**src/rtl/lb_afpm_pipe_if.sv**
```systemverilog
// Operand/product handshake bundle for lb_afpm_pipe.
// slave is the multiplier side; master is the producer/consumer side.
interface lb_afpm_pipe_if #(
  parameter int SIG_WIDTH = 23
);
  logic                     in_valid;
  logic                     in_ready;
  logic                     in_mode;
  logic [SIG_WIDTH:0]       in_sig_a;
  logic [SIG_WIDTH:0]       in_sig_b;
  logic                     out_valid;
  logic                     out_ready;
  logic [2*SIG_WIDTH+1:0]   out_product;

  modport slave (
    input  in_valid, in_mode, in_sig_a, in_sig_b, out_ready,
    output in_ready, out_valid, out_product
  );

  modport master (
    output in_valid, in_mode, in_sig_a, in_sig_b, out_ready,
    input  in_ready, out_valid, out_product
  );
endinterface

```
**src/rtl/lb_afpm_pipe.sv**
```systemverilog
// Elastic pipelined log-approximate / exact significand multiplier with approx-op counter.
// Define AFPM_ZERO_DETECT_EN to force a zero product when either full significand is zero.
module lb_afpm_pipe #(
  parameter int SIG_WIDTH = 23,
  parameter int STAGES    = 2,
  parameter int CNT_WIDTH = 32
) (
  input  logic                 clk,
  input  logic                 reset,
  lb_afpm_pipe_if.slave        bus,
  input  logic                 count_clear,
  output logic [CNT_WIDTH-1:0] approx_count
);
  localparam int W  = SIG_WIDTH;
  localparam int PW = 2 * W + 2;

  logic          ma, mb, cin, h;
  logic [W:0]    la, lb, s;
  logic [W-1:0]  frac;
  logic [PW-1:0] approx_prod, exact_prod, stage_in;

  logic [STAGES-1:0]         valid_q, valid_d, load, adv;
  logic [STAGES-1:0][PW-1:0] data_q, data_d;
  logic [CNT_WIDTH-1:0]      count_q, count_d;
  logic                      take;

  // Stage-1 arithmetic: both results are formed and the mode picks one.
  always_comb begin
    ma          = bus.in_sig_a[W-1];
    mb          = bus.in_sig_b[W-1];
    la          = ma ? {2'b11, bus.in_sig_a[W-1:1]} : {1'b0, bus.in_sig_a[W-1:0]};
    lb          = mb ? {2'b11, bus.in_sig_b[W-1:1]} : {1'b0, bus.in_sig_b[W-1:0]};
    s           = la + lb;
    frac        = s[W] ? {s[W-2:0], 1'b0} : s[W-1:0];
    cin         = (ma & mb) | ((ma | mb) & ~s[W]);
    h           = bus.in_sig_a[W] & bus.in_sig_b[W];
    approx_prod = cin ? {h, frac, {(W+1){1'b0}}} : {1'b0, h, frac, {W{1'b0}}};
    exact_prod  = {{(W+1){1'b0}}, bus.in_sig_a} * {{(W+1){1'b0}}, bus.in_sig_b};
    stage_in    = bus.in_mode ? exact_prod : approx_prod;
  end

  // A stage advances when the stage after it (or the consumer) will take its data.
  always_comb begin
    adv  = '0;
    load = '0;
    take = bus.out_ready;
    for (int k = STAGES - 1; k >= 0; k--) begin
      adv[k]  = valid_q[k] & take;
      load[k] = ~valid_q[k] | adv[k];
      take    = load[k];
    end
  end

  always_comb begin
    valid_d = valid_q;
    data_d  = data_q;
    if (load[0]) begin
      valid_d[0] = bus.in_valid;
      if (bus.in_valid) begin
        data_d[0] = stage_in;
      end
    end
    for (int k = 1; k < STAGES; k++) begin
      if (load[k]) begin
        valid_d[k] = valid_q[k-1];
        if (valid_q[k-1]) begin
          data_d[k] = data_q[k-1];
        end
      end
    end
  end

  always_comb begin
    count_d = count_q;
    if (count_clear) begin
      count_d = '0;
    end else if (bus.in_valid && load[0] && !bus.in_mode && (count_q != '1)) begin
      count_d = count_q + CNT_WIDTH'(1);
    end
  end

  always_ff @(posedge clk or posedge reset) begin
    if (reset) begin
      valid_q <= '0;
      data_q  <= '0;
      count_q <= '0;
    end else begin
      valid_q <= valid_d;
      data_q  <= data_d;
      count_q <= count_d;
    end
  end

`ifdef AFPM_ZERO_DETECT_EN
  logic              zero_in;
  logic [STAGES-1:0] zero_q, zero_d;

  // The zero flag travels alongside its product and masks it on the way out.
  always_comb begin
    zero_in = (bus.in_sig_a == '0) || (bus.in_sig_b == '0);
    zero_d  = zero_q;
    if (load[0] && bus.in_valid) begin
      zero_d[0] = zero_in;
    end
    for (int k = 1; k < STAGES; k++) begin
      if (load[k] && valid_q[k-1]) begin
        zero_d[k] = zero_q[k-1];
      end
    end
  end

  always_ff @(posedge clk or posedge reset) begin
    if (reset) begin
      zero_q <= '0;
    end else begin
      zero_q <= zero_d;
    end
  end

  assign bus.out_product = zero_q[STAGES-1] ? '0 : data_q[STAGES-1];
`else
  assign bus.out_product = data_q[STAGES-1];
`endif

  assign bus.in_ready  = load[0];
  assign bus.out_valid = valid_q[STAGES-1];
  assign approx_count  = count_q;
endmodule

```
**src/flat_wrapper.sv**
```systemverilog
// flat-port wrapper written by rule: the top's interface ports become plain ports
module lb_afpm_pipe_flat 
#(
  parameter int SIG_WIDTH = 23,
  parameter int STAGES    = 2,
  parameter int CNT_WIDTH = 32
)
  (clk, reset, count_clear, approx_count, bus_in_valid, bus_in_mode, bus_in_sig_a, bus_in_sig_b, bus_out_ready, bus_in_ready, bus_out_valid, bus_out_product);
  lb_afpm_pipe_if #(.SIG_WIDTH(SIG_WIDTH)) bus_i ();
  input  logic clk;
  input  logic reset;
  input  logic count_clear;
  output logic [CNT_WIDTH-1:0] approx_count;
  input wire logic [$bits(bus_i.in_valid)-1:0] bus_in_valid;
  input wire logic [$bits(bus_i.in_mode)-1:0] bus_in_mode;
  input wire logic [$bits(bus_i.in_sig_a)-1:0] bus_in_sig_a;
  input wire logic [$bits(bus_i.in_sig_b)-1:0] bus_in_sig_b;
  input wire logic [$bits(bus_i.out_ready)-1:0] bus_out_ready;
  output wire logic [$bits(bus_i.in_ready)-1:0] bus_in_ready;
  output wire logic [$bits(bus_i.out_valid)-1:0] bus_out_valid;
  output wire logic [$bits(bus_i.out_product)-1:0] bus_out_product;
  assign bus_i.in_valid = bus_in_valid;
  assign bus_i.in_mode = bus_in_mode;
  assign bus_i.in_sig_a = bus_in_sig_a;
  assign bus_i.in_sig_b = bus_in_sig_b;
  assign bus_i.out_ready = bus_out_ready;
  assign bus_in_ready = bus_i.in_ready;
  assign bus_out_valid = bus_i.out_valid;
  assign bus_out_product = bus_i.out_product;
  lb_afpm_pipe #(.SIG_WIDTH(SIG_WIDTH), .STAGES(STAGES), .CNT_WIDTH(CNT_WIDTH)) u_core (.clk(clk), .reset(reset), .bus(bus_i), .count_clear(count_clear), .approx_count(approx_count));
endmodule
```
**config.mk**
```make
export PLATFORM = sky130hd
export DESIGN_NAME = lb_afpm_pipe_flat
export DESIGN_NICKNAME = d
export VERILOG_FILES = /design/src/rtl/lb_afpm_pipe_if.sv /design/src/rtl/lb_afpm_pipe.sv /design/src/flat_wrapper.sv
export SDC_FILE = /design/constraint.sdc
export NUM_CORES = 2
export LEC_CHECK = 0
export ABC_AREA = 1
export BUFFER_PORTS_ARGS = -buffer_cell sky130_fd_sc_hd__buf_4
export CORE_ASPECT_RATIO = 1.2
export CORE_MARGIN = 2
export CORE_UTILIZATION = 45
export CTS_CLUSTER_SIZE = 10
export DETAILED_ROUTE_END_ITERATION = 6
export PLACE_DENSITY = 0.67
export SYNTH_ARGS = -nofsm -noshare
export SYNTH_HDL_FRONTEND = slang
export SYNTH_SLANG_ARGS = --single-unit
```
**constraint.sdc**
```tcl
create_clock -name clk -period 5.5 [get_ports clk]
set_input_delay 0.55 -clock clk [delete_from_list [all_inputs] [get_ports clk]]
set_output_delay 0.55 -clock clk [all_outputs]
set_load 0.02 [all_outputs]
```
==> flow_summary.yaml <==
final_layout:
  drive_gt1_share_pct: 22.15
  final_cells: 5247
  fillers: 5895
  seqCellArea_um2: 3253
  multi_input_area_um2: 22580
  n_antenna_cell: 0
  syn_to_final_growth_pct: 23.91
  fin_nets: 5139
synth:
  synth_enable_flop_cells: 0
  yosys-top-cells-area: "fa_1 (33%), nand2_1 (16%), inv_1 (14%)"
  synth_most_common_cell: "nand2_1"
  yosysUniqueCellTypes: 53
  syn_inst: 4135
  ys_warn_count: 0
  ys_top_cells_by_count: "nand2_1 (1216), inv_1 (1131), fa_1 (484)"
  synth_seq_cells: 130
  yosysSeqAreaShare_pct: 11.10
  syn_area_per_cell_um2: 7.086
  synthesis.nets: 4872
  yosysTopAreaCellShare_pct: 33.07
  yosys.area.top_type: "fa_1"
  yosys_most_used_dff: "dfrtp_1"
  netlist_area_um2: 29300
  async_reset_ff_share_pct: 100.0
global_route:
  antenna_found_initial: 0
  grt-ovfl-total: 0
  grt_max_degree: 101
  grt_pass1_wl_um: 143400
  grt_pass1_vias: 27630
  track_usage_pct: 26.98
detailed_routing:
  wl_per_cell_um: 16.89
  vias: 26310
  drc_errors: 4
  drt_wl_total_um: 88620
  drtIter0Drc: 1704
  avgViaCountPerCell: 5.015
  drtPass1Iterations: 7
  final_antenna_net_count: 0
clocking:
  numCtsBuffers: 17
  clockBufferDepth: 2
  hold_buffers: 0
  cts_root_buffer: "clkbuf_16"
  path_clk_slew_ns: 0.06
  clkLatencyLatePin_ns: 0.42
  htreeDepth: 4
  cts_tree: "yes"
  clock_sinks: 130
floorplanning:
  die_area_um2: 67180
  die_h_um: 283.5
  initial_utilization_pct: 45.46
  rows: 102
  ioPinCount: 136
  die_w_um: 236.9
  core_um2: 64450
sta:
  layout_setup_ws_ns: -0.4860
  fin_crit_ns: 5.986
  rsz0062_at_grt: "true"
  tightest_slew_ns: 0.9352
  setup_violations: 33
  hold_slack_ns: 0.2883
  fmax_mhz: 167.1
  finClkSkew_ns: 0.005501
  min_period_over_period_pct: 108.8
  hold_viol_final: 0
  drv_slew: 0
  max_slew_margin_pct: 37.65
setup_path:
  required_ns: 5.86
  arrival_ns: 6.34
  slowest_delay_ns: 0.57
  slowest_stage: "fa_2"
  critPathCaptureType: "flip-flop"
  crit_path_start_kind: "input pin"
  path_max_fanout: 6
  reg2reg_slack_ns: 2.80
  path_class: "input pin to flip-flop"
hold_path:
  hp-class: "input pin to asynchronous set/reset pin"
place:
  port_buffers: 135
  gp_congestion: 0.9473
  dp_cells: 5148
  dp_hpwl_um: 71900
  dp_slack_ns: -1.104
run:
  maxCapViolCount: 0
outcome:
  violations: "DRC, setup timing"
  status: "complete, but fails checks"
[layout by cell type, fill, tap and decap left out, drive strengths merged]
cell / Yosys / final
o221ai: 1 / 1
ha: 199 / 199
buf: 67 / 474
nor3: 36 / 36
mux2i: 1 / 1
a31oi: 4 / 4
nand4: 24 / 24
nor2: 201 / 201
o21bai: 12 / 12
xnor2: 8 / 8
nand3: 171 / 171
a211oi: 2 / 2
clkinvlp: 0 / 4
or2: 5 / 5
clkinv: 2 / 5
a21boi: 2 / 2
a21o: 3 / 3
and2: 2 / 2
inv: 1134 / 1135
nor3b: 2 / 2
nand3b: 8 / 8
o21ai: 110 / 110
bufinv: 0 / 4
o21a: 1 / 1
and3: 1 / 1
o32ai: 2 / 2
clkbuf: 162 / 20
o22ai: 10 / 10
o31ai: 2 / 2
fa: 484 / 484
bufbuf: 0 / 3
a22oi: 1 / 1
a21oi: 84 / 84
nand2: 1226 / 1226
dfrtp: 130 / 130
mux2: 23 / 23
nor4: 3 / 3
xor2: 12 / 12
[cell families after synthesis]
logic type	synth area share (%)
muxes	0.9181
AOI/OAI and AO/OA	4.330
buffers and inverters	18.20
adders and majority gates	41.57
and+or+nand+nor	23.29
DFF	11.10
xor gates and xnor gates	0.5978
[worst paths after layout]
path	startpoint	endpoint	cells past startpoint
min	reset	u_core.bus.out_product[35]	2
max	bus_in_sig_b[3]	u_core.data_q[45]	31
min reg2reg	u_core.data_q[43]	u_core.data_q[43]	2
min in group clk	bus_out_ready	u_core.valid_q[1]	4
max in group asynchronous	reset	u_core.data_q[22]	3
max reg2reg	u_core.valid_q[1]	u_core.approx_count[28]	10
[layout make-up]
| cell class | instances | share of cell area, % |
|---|---|---|
| Multi-Input combinational cell | 2640 | 62.20 |
| Clock buffer | 20 | 1.230 |
| Sequential cell | 130 | 8.960 |
| Inverter | 1136 | 11.81 |
| Timing Repair Buffer | 477 | 12.43 |
| Tap cell | 832 | 2.867 |
| Clock inverter | 12 | 0.4997 |
[worst max-delay path, delay by kind of cell]
kind,cells,cell delay [ns]
compound gates,2,0.22
fa+ha+maj,8,3.91
buf+inv,12,0.79
simple gates,9,0.83
[through the flow]
| stage | TNS (ns) | utilization, % | cell area, um^2 |
|---|---|---|---|
| 2_1_floorplan | -9.080 | - | 30650 |
| 3_3_place_gp | -28.95 | 51.19 | 32990 |
| 3_5_place_dp | -30.45 | 51.19 | 32990 |
| 4_1_cts | -6.521 | 55.27 | 35620 |
| 5_1_grt | -18.23 | 56.33 | 36310 |
| 6_report | -10.60 | 56.33 | 36310 |
[registers in the layout, summed over array words and instances, names as in the netlist]
name                    count
u_core.data_q              48
u_core.bus.out_product     48
u_core.approx_count        32
u_core.valid_q              2
[repair_timing]
item | in CTS | in global routing
setup buffers | 45 | 29
resized for setup | 421 | 165
gates cloned | 4 | 0
pin swaps | 171 | 148
setup endpoints to repair | 35 | 36
[metal layers]
layer	vias up	routed length [um]	track usage, %	part of all wire, %
met1	13000	35250	33.18	40
met5	-	0	0	0
met4	0	3303	8.449	3.7
met3	175	4784	2.938	5.4
li1	12410	-	-	-
met2	735	45280	49.30	51
Power is not shown: default switching activity piles up to over one toggle a cycle in this logic, so the estimate is an artifact.
